===== src/rtl/bcd_conv_param_if.sv =====
// Handshake and result bundle for the binary-to-BCD converter.
// The slave side is the converter; the master side is whoever feeds it and consumes results.
interface bcd_conv_param_if #(
  parameter int unsigned BIN_W  = 32,
  parameter int unsigned DIGITS = 10
);
  logic                  in_valid;
  logic                  in_ready;
  logic [BIN_W-1:0]      data_in;
  logic                  out_valid;
  logic                  out_ready;
  logic [4*DIGITS-1:0]   bcd;
  logic                  neg;
  logic                  ovf;
  logic [DIGITS-1:0]     blank;

  modport master (
    output in_valid, data_in, out_ready,
    input  in_ready, out_valid, bcd, neg, ovf, blank
  );

  modport slave (
    input  in_valid, data_in, out_ready,
    output in_ready, out_valid, bcd, neg, ovf, blank
  );
endinterface


===== src/rtl/bcd_conv_param.sv =====
// Handshaked binary-to-BCD converter: single-phase double-dabble, one input bit per cycle.
// Optional two's-complement input (sign + magnitude), sticky overflow and leading-zero blank mask.
module bcd_conv_param #(
  parameter int unsigned BIN_W  = 32,
  parameter int unsigned DIGITS = 10,
  parameter bit          SIGNED = 1'b0
) (
  input logic             sys_clk,
  input logic             sys_rst,
  bcd_conv_param_if.slave bus
);

  localparam int unsigned BCD_W = 4 * DIGITS;
  localparam int unsigned CNT_W = $clog2(BIN_W);
  localparam logic [DIGITS-1:0] BLANK_RST = ~(DIGITS'(1));

  typedef enum logic [1:0] {StIdle, StConv, StDone} state_e;

  state_e             state_q;
  logic [BIN_W-1:0]   bin_q;
  logic [BCD_W-1:0]   work_q;
  logic [CNT_W-1:0]   cnt_q;
  logic               ovf_acc_q;
  logic               sign_q;
  logic [BCD_W-1:0]   bcd_q;
  logic               neg_q;
  logic               ovf_q;
  logic [DIGITS-1:0]  blank_q;

  logic [BIN_W-1:0]   mag_in;
  logic               sign_in;
  logic [BCD_W-1:0]   corrected;
  logic [BCD_W-1:0]   shifted;
  logic               top_bit;
  logic [DIGITS-1:0]  blank_next;
  logic               zero_run;

  // Negative inputs load their magnitude; the most negative value maps to 2^(BIN_W-1) exactly.
  assign sign_in = SIGNED & bus.data_in[BIN_W-1];
  assign mag_in  = sign_in ? (~bus.data_in + BIN_W'(1)) : bus.data_in;

  // Add-3 correction on every digit above 4 ahead of the shift.
  always_comb begin
    corrected = work_q;
    for (int i = 0; i < int'(DIGITS); i++) begin
      if (work_q[4*i +: 4] > 4'd4) begin
        corrected[4*i +: 4] = work_q[4*i +: 4] + 4'd3;
      end
    end
  end

  assign shifted = {corrected[BCD_W-2:0], bin_q[BIN_W-1]};
  // A one leaving the top digit means the value reached 10^DIGITS.
  assign top_bit = corrected[BCD_W-1];

  // Blank mask from the final digits: a bit is set while all digits at and above it are zero.
  always_comb begin
    zero_run   = 1'b1;
    blank_next = '0;
    for (int i = int'(DIGITS) - 1; i >= 1; i--) begin
      zero_run      = zero_run & (shifted[4*i +: 4] == 4'd0);
      blank_next[i] = zero_run;
    end
  end

  // Control FSM, iteration datapath and registered result.
  always_ff @(posedge sys_clk) begin
    if (sys_rst) begin
      state_q   <= StIdle;
      bin_q     <= '0;
      work_q    <= '0;
      cnt_q     <= '0;
      ovf_acc_q <= 1'b0;
      sign_q    <= 1'b0;
      bcd_q     <= '0;
      neg_q     <= 1'b0;
      ovf_q     <= 1'b0;
      blank_q   <= BLANK_RST;
    end else begin
      unique case (state_q)
        StIdle: begin
          if (bus.in_valid) begin
            bin_q     <= mag_in;
            sign_q    <= sign_in;
            work_q    <= '0;
            ovf_acc_q <= 1'b0;
            cnt_q     <= '0;
            state_q   <= StConv;
          end
        end
        StConv: begin
          bin_q     <= {bin_q[BIN_W-2:0], 1'b0};
          work_q    <= shifted;
          ovf_acc_q <= ovf_acc_q | top_bit;
          cnt_q     <= cnt_q + CNT_W'(1);
          if (cnt_q == CNT_W'(BIN_W - 1)) begin
            bcd_q   <= shifted;
            neg_q   <= sign_q;
            ovf_q   <= ovf_acc_q | top_bit;
            blank_q <= blank_next;
            state_q <= StDone;
          end
        end
        StDone: begin
          if (bus.out_ready) begin
            state_q <= StIdle;
          end
        end
        default: state_q <= StIdle;
      endcase
    end
  end

  assign bus.in_ready  = (state_q == StIdle);
  assign bus.out_valid = (state_q == StDone);
  assign bus.bcd       = bcd_q;
  assign bus.neg       = neg_q;
  assign bus.ovf       = ovf_q;
  assign bus.blank     = blank_q;

endmodule


===== src/flat_wrapper.sv =====
// flat-port wrapper written by rule: the top's interface ports become plain ports
module bcd_conv_param_flat 
#(
  parameter int unsigned BIN_W  = 32,
  parameter int unsigned DIGITS = 10,
  parameter bit          SIGNED = 1'b0
)
  (sys_clk, sys_rst, bus_in_valid, bus_data_in, bus_out_ready, bus_in_ready, bus_out_valid, bus_bcd, bus_neg, bus_ovf, bus_blank);
  bcd_conv_param_if #(.BIN_W(BIN_W), .DIGITS(DIGITS)) bus_i ();
  input logic sys_clk;
  input logic sys_rst;
  input wire logic [$bits(bus_i.in_valid)-1:0] bus_in_valid;
  input wire logic [$bits(bus_i.data_in)-1:0] bus_data_in;
  input wire logic [$bits(bus_i.out_ready)-1:0] bus_out_ready;
  output wire logic [$bits(bus_i.in_ready)-1:0] bus_in_ready;
  output wire logic [$bits(bus_i.out_valid)-1:0] bus_out_valid;
  output wire logic [$bits(bus_i.bcd)-1:0] bus_bcd;
  output wire logic [$bits(bus_i.neg)-1:0] bus_neg;
  output wire logic [$bits(bus_i.ovf)-1:0] bus_ovf;
  output wire logic [$bits(bus_i.blank)-1:0] bus_blank;
  assign bus_i.in_valid = bus_in_valid;
  assign bus_i.data_in = bus_data_in;
  assign bus_i.out_ready = bus_out_ready;
  assign bus_in_ready = bus_i.in_ready;
  assign bus_out_valid = bus_i.out_valid;
  assign bus_bcd = bus_i.bcd;
  assign bus_neg = bus_i.neg;
  assign bus_ovf = bus_i.ovf;
  assign bus_blank = bus_i.blank;
  bcd_conv_param #(.BIN_W(BIN_W), .DIGITS(DIGITS), .SIGNED(SIGNED)) u_core (.sys_clk(sys_clk), .sys_rst(sys_rst), .bus(bus_i));
endmodule

===== config.mk =====
export PLATFORM = sky130hd
export DESIGN_NAME = bcd_conv_param_flat
export DESIGN_NICKNAME = d
export VERILOG_FILES = /design/src/rtl/bcd_conv_param_if.sv /design/src/rtl/bcd_conv_param.sv /design/src/flat_wrapper.sv
export SDC_FILE = /design/constraint.sdc
export NUM_CORES = 1
export LEC_CHECK = 0
export ABC_AREA = 1
export BUFFER_PORTS_ARGS = -buffer_cell sky130_fd_sc_hd__buf_2
export CAP_MARGIN = 20
export CELL_PAD_IN_SITES_DETAIL_PLACEMENT = 1
export CELL_PAD_IN_SITES_GLOBAL_PLACEMENT = 1
export CORE_MARGIN = 10
export CORE_UTILIZATION = 41
export CTS_CLUSTER_SIZE = 8
export DETAILED_ROUTE_END_ITERATION = 12
export PLACE_DENSITY = 0.78
export SLEW_MARGIN = 20
export SYNTH_ARGS = -nofsm -noshare
export SYNTH_HDL_FRONTEND = slang
export SYNTH_SLANG_ARGS = --single-unit

===== constraint.sdc =====
create_clock -name sys_clk -period 1.9 [get_ports sys_clk]
set_input_delay 0.19 -clock sys_clk [delete_from_list [all_inputs] [get_ports sys_clk]]
set_output_delay 0.19 -clock sys_clk [all_outputs]
set_load 0.02 [all_outputs]

==> flow_metrics.py <==
metrics = {
    "finish": {
        "final_cell_area_sq_mm": 0.00766,
        "final_common_cell": "nand2_1",
        "stdcell_count": 1119,
        "nets": 975,
        "nFillCells": 1797,
        "most-common-layout-cells": "nand2_1, dfxtp_1, buf_2",
        "diodes": 0,
        "drive_gt1_share_pct": 25.0,
        "area_growth_pct": 26.9,
        "final_util_pct": 52.9,
    },
    "cts": {
        "cts_root_buffer": "clkbuf_16",
        "cts_sinks": 130,
        "cts_hold_buf": 0,
        "clock_latency_ns": 0.43,
        "cts_tree": "built",
        "clockBufferDepth": 2,
        "h-tree-depth": 4,
        "clk_pin_slew_ns": 0.06,
        "cts_made_buffers": 17,
    },
    "min_path": {
        "hold_class": "in2reg",
        "worstHoldStart": "bus_data_in[0]",
        "min_delay_worst_endpoint": "u_core.bin_q[0]",
        "min_delay_path_depth": 3,
    },
    "detailed_routing": {
        "drc_errors": 0,
        "routed_wl_mm": 18.1,
        "vias_per_cell": 5.17,
        "drt_iter0_markers": 236,
        "first_pass_iters": 5,
        "ant_nets": 0,
        "num_vias": 5790,
        "wl_per_cell_um": 16.2,
    },
    "timing": {
        "slew_headroom_pct": 65.6,
        "fmax_ghz": 0.545,
        "rsz0062_at_grt": "true",
        "worst_pin_slew_ns": 0.511,
        "hold_viol": 0,
        "clock_skew_ns": 0.00669,
        "slew_viol_final": 0,
        "period_needed_ns": 1.84,
        "setup_violations": 0,
        "hold_slack_ns": 0.0132,
        "fin_crit_sh_pct": 96.6,
    },
    "setup_path": {
        "endpoint_kind": "flip-flop",
        "path_class": "reg2reg",
        "worstPathArrival_ns": 2.20,
        "path_max_fanout": 4,
        "reg2reg_slack_ns": 0.06,
        "startpoint_type": "flip-flop",
        "r2r_start": "u_core.work_q[32]",
        "rr_worst_depth": 13,
        "reg2reg_to": "u_core.bus.blank[1]",
        "cp.required_ns": 2.27,
    },
    "power_and_ir_drop": {
        "p_leak_uw": 0.00343,
        "power_uw": 6830,
        "ir_drop_mv": 0.597,
        "power.density_mw_per_mm2": 892,
    },
    "floorplan": {
        "dieHeight_um": 141,
        "initial_core_util_pct": 41.7,
        "io_pins": 90,
        "rows": 44,
        "dieArea_sq_mm": 0.0200,
        "core_area_sq_mm": 0.0145,
        "die_x_um": 141,
    },
    "run": {
        "max_cap_violations": 0,
    },
    "logic_synthesis": {
        "avgSynthCellArea_sq_um": 7.28,
        "syn_inst": 830,
        "ys_seq_area_share_pct": 43.1,
        "ys.flop_type": "dfxtp_1",
        "ys_async_sr_fraction_pct": 0,
        "synth_edf_count": 0,
        "synth.cell_area_sq_mm": 0.00604,
        "ys_ff_latch": 130,
        "synth_cell_type_count": 44,
        "yosys_warnings": 0,
    },
    "global_routing": {
        "grt_usage_pct": 17.7,
        "grt_overflow": 0,
        "grt_max_degree": 85,
        "grt_first_pass_wirelength_mm": 29.6,
        "antenna_found_initial": 0,
        "grt_pass1_vias": 6087,
    },
    "place": {
        "port_buffers": 87,
        "placed_cell_area_sq_mm": 0.00669,
        "dp.cells": 1078,
        "dp_hpwl_mm": 12.1,
        "routabilityCongestion": 0.862,
    },
    "outcome": {
        "status": "finished clean",
    },
}
power breakdown:
| group | total (uW) | switching [uW] | internal [uW] |
|---|---|---|---|
| combinational | 340 | 237 | 103 |
| sequential | 2810 | 32.3 | 2780 |
| clock | 3680 | 1230 | 2460 |
| total | 6830 | 1490 | 5340 |
area by class of cell:
cell class | count | area [sq um] | share of cell area [%]
Sequential cell | 130 | 2630 | 34.3
Timing Repair Buffer | 115 | 699 | 9.13
Clock buffer | 22 | 484 | 6.32
Inverter | 101 | 389 | 5.08
Clock inverter | 10 | 178 | 2.32
Tap cell | 184 | 230 | 3.00
Multi-Input combinational cell | 557 | 3060 | 39.9
metal layers:
metal  global-route usage (%)  wire (um)  vias up  part of all wire [%]
li1                         -          -     2876                     -
met1                     21.1       8090     2772                    45
met2                     29.3       8960      124                    49
met3                     4.77        824       18                   4.5
met4                     7.96        265        0                   1.5
met5                        0          0        -                     0
cells by family (layout without fill, tap and decap cells):
kind of cell,after synthesis,count (layout),synth area share [%]
fa+ha+maj,17,17,3.52
xor+xnor,9,9,1.43
compound gates,186,186,18.3
flops,130,130,43.1
simple gates,343,343,24.2
buf+inv,144,248,9.43
other cells,1,2,0.0621
state kept, by name, indices dropped and copies added (netlist names):
signal            cells
u_core.state_q        2
u_core.cnt_q          5
u_core.bus.ovf        1
u_core.ovf_acc_q      1
u_core.bus.bcd       40
u_core.work_q        40
u_core.bin_q         32
u_core.bus.blank      9
worst max-delay path by stage:
stage	start	end	slack, ns
finish	u_core.work_q[32]	u_core.bus.blank[1]	0.06
global route	u_core.work_q[32]	u_core.bus.blank[1]	-0.11
CTS	u_core.work_q[32]	u_core.bus.blank[1]	0.008
detailed placement	u_core.work_q[36]	u_core.bus.blank[2]	-0.04
global placement	u_core.work_q[20]	u_core.bus.blank[1]	0.06
floorplan	u_core.work_q[36]	u_core.bus.blank[1]	0.23
metrics by stage:
stage / TNS (ns) / worst slack, ns
after CTS: 0 / 0.00752
after global routing: -0.351 / -0.109
final: 0 / 0.0638
after global placement: 0 / 0.0577
after floorplan: 0 / 0.229
after detailed placement: -0.124 / -0.0402
worst max-delay path, stage by stage (launching register included):
cell	delay, ns
dfxtp_4	0.38
inv_6	0.05
ha_4	0.16
inv_1	0.08
nand2_2	0.10
nand3_1	0.13
nand2_1	0.09
nor2_1	0.10
nand2_1	0.09
nor2_4	0.16
nand4_4	0.12
nor2_4	0.16
nand4_1	0.08
nand2_1	0.08
synthesized netlist by cell type, drive strengths merged (4+ instances only):
cell / n / area (sq um)
o211ai: 19 / 148
dfxtp: 130 / 2600
clkbuf: 25 / 93.8
nor2: 54 / 248
o21a: 14 / 105
xor2: 7 / 68.8
nand3: 24 / 130
o21ai: 46 / 245
ha: 17 / 213
buf: 18 / 96.3
a31oi: 31 / 194
a21oi: 65 / 329
nand4: 4 / 40.0
inv: 100 / 375
nand2: 252 / 986
timing repair:
item                       4_1_cts  5_1_grt
pin swaps                        2       17
setup endpoints to repair        7       48
buffers inserted                 1        7
gates cloned                     0        1
resized for setup               11       57
Power figures use the tool's default switching activity.
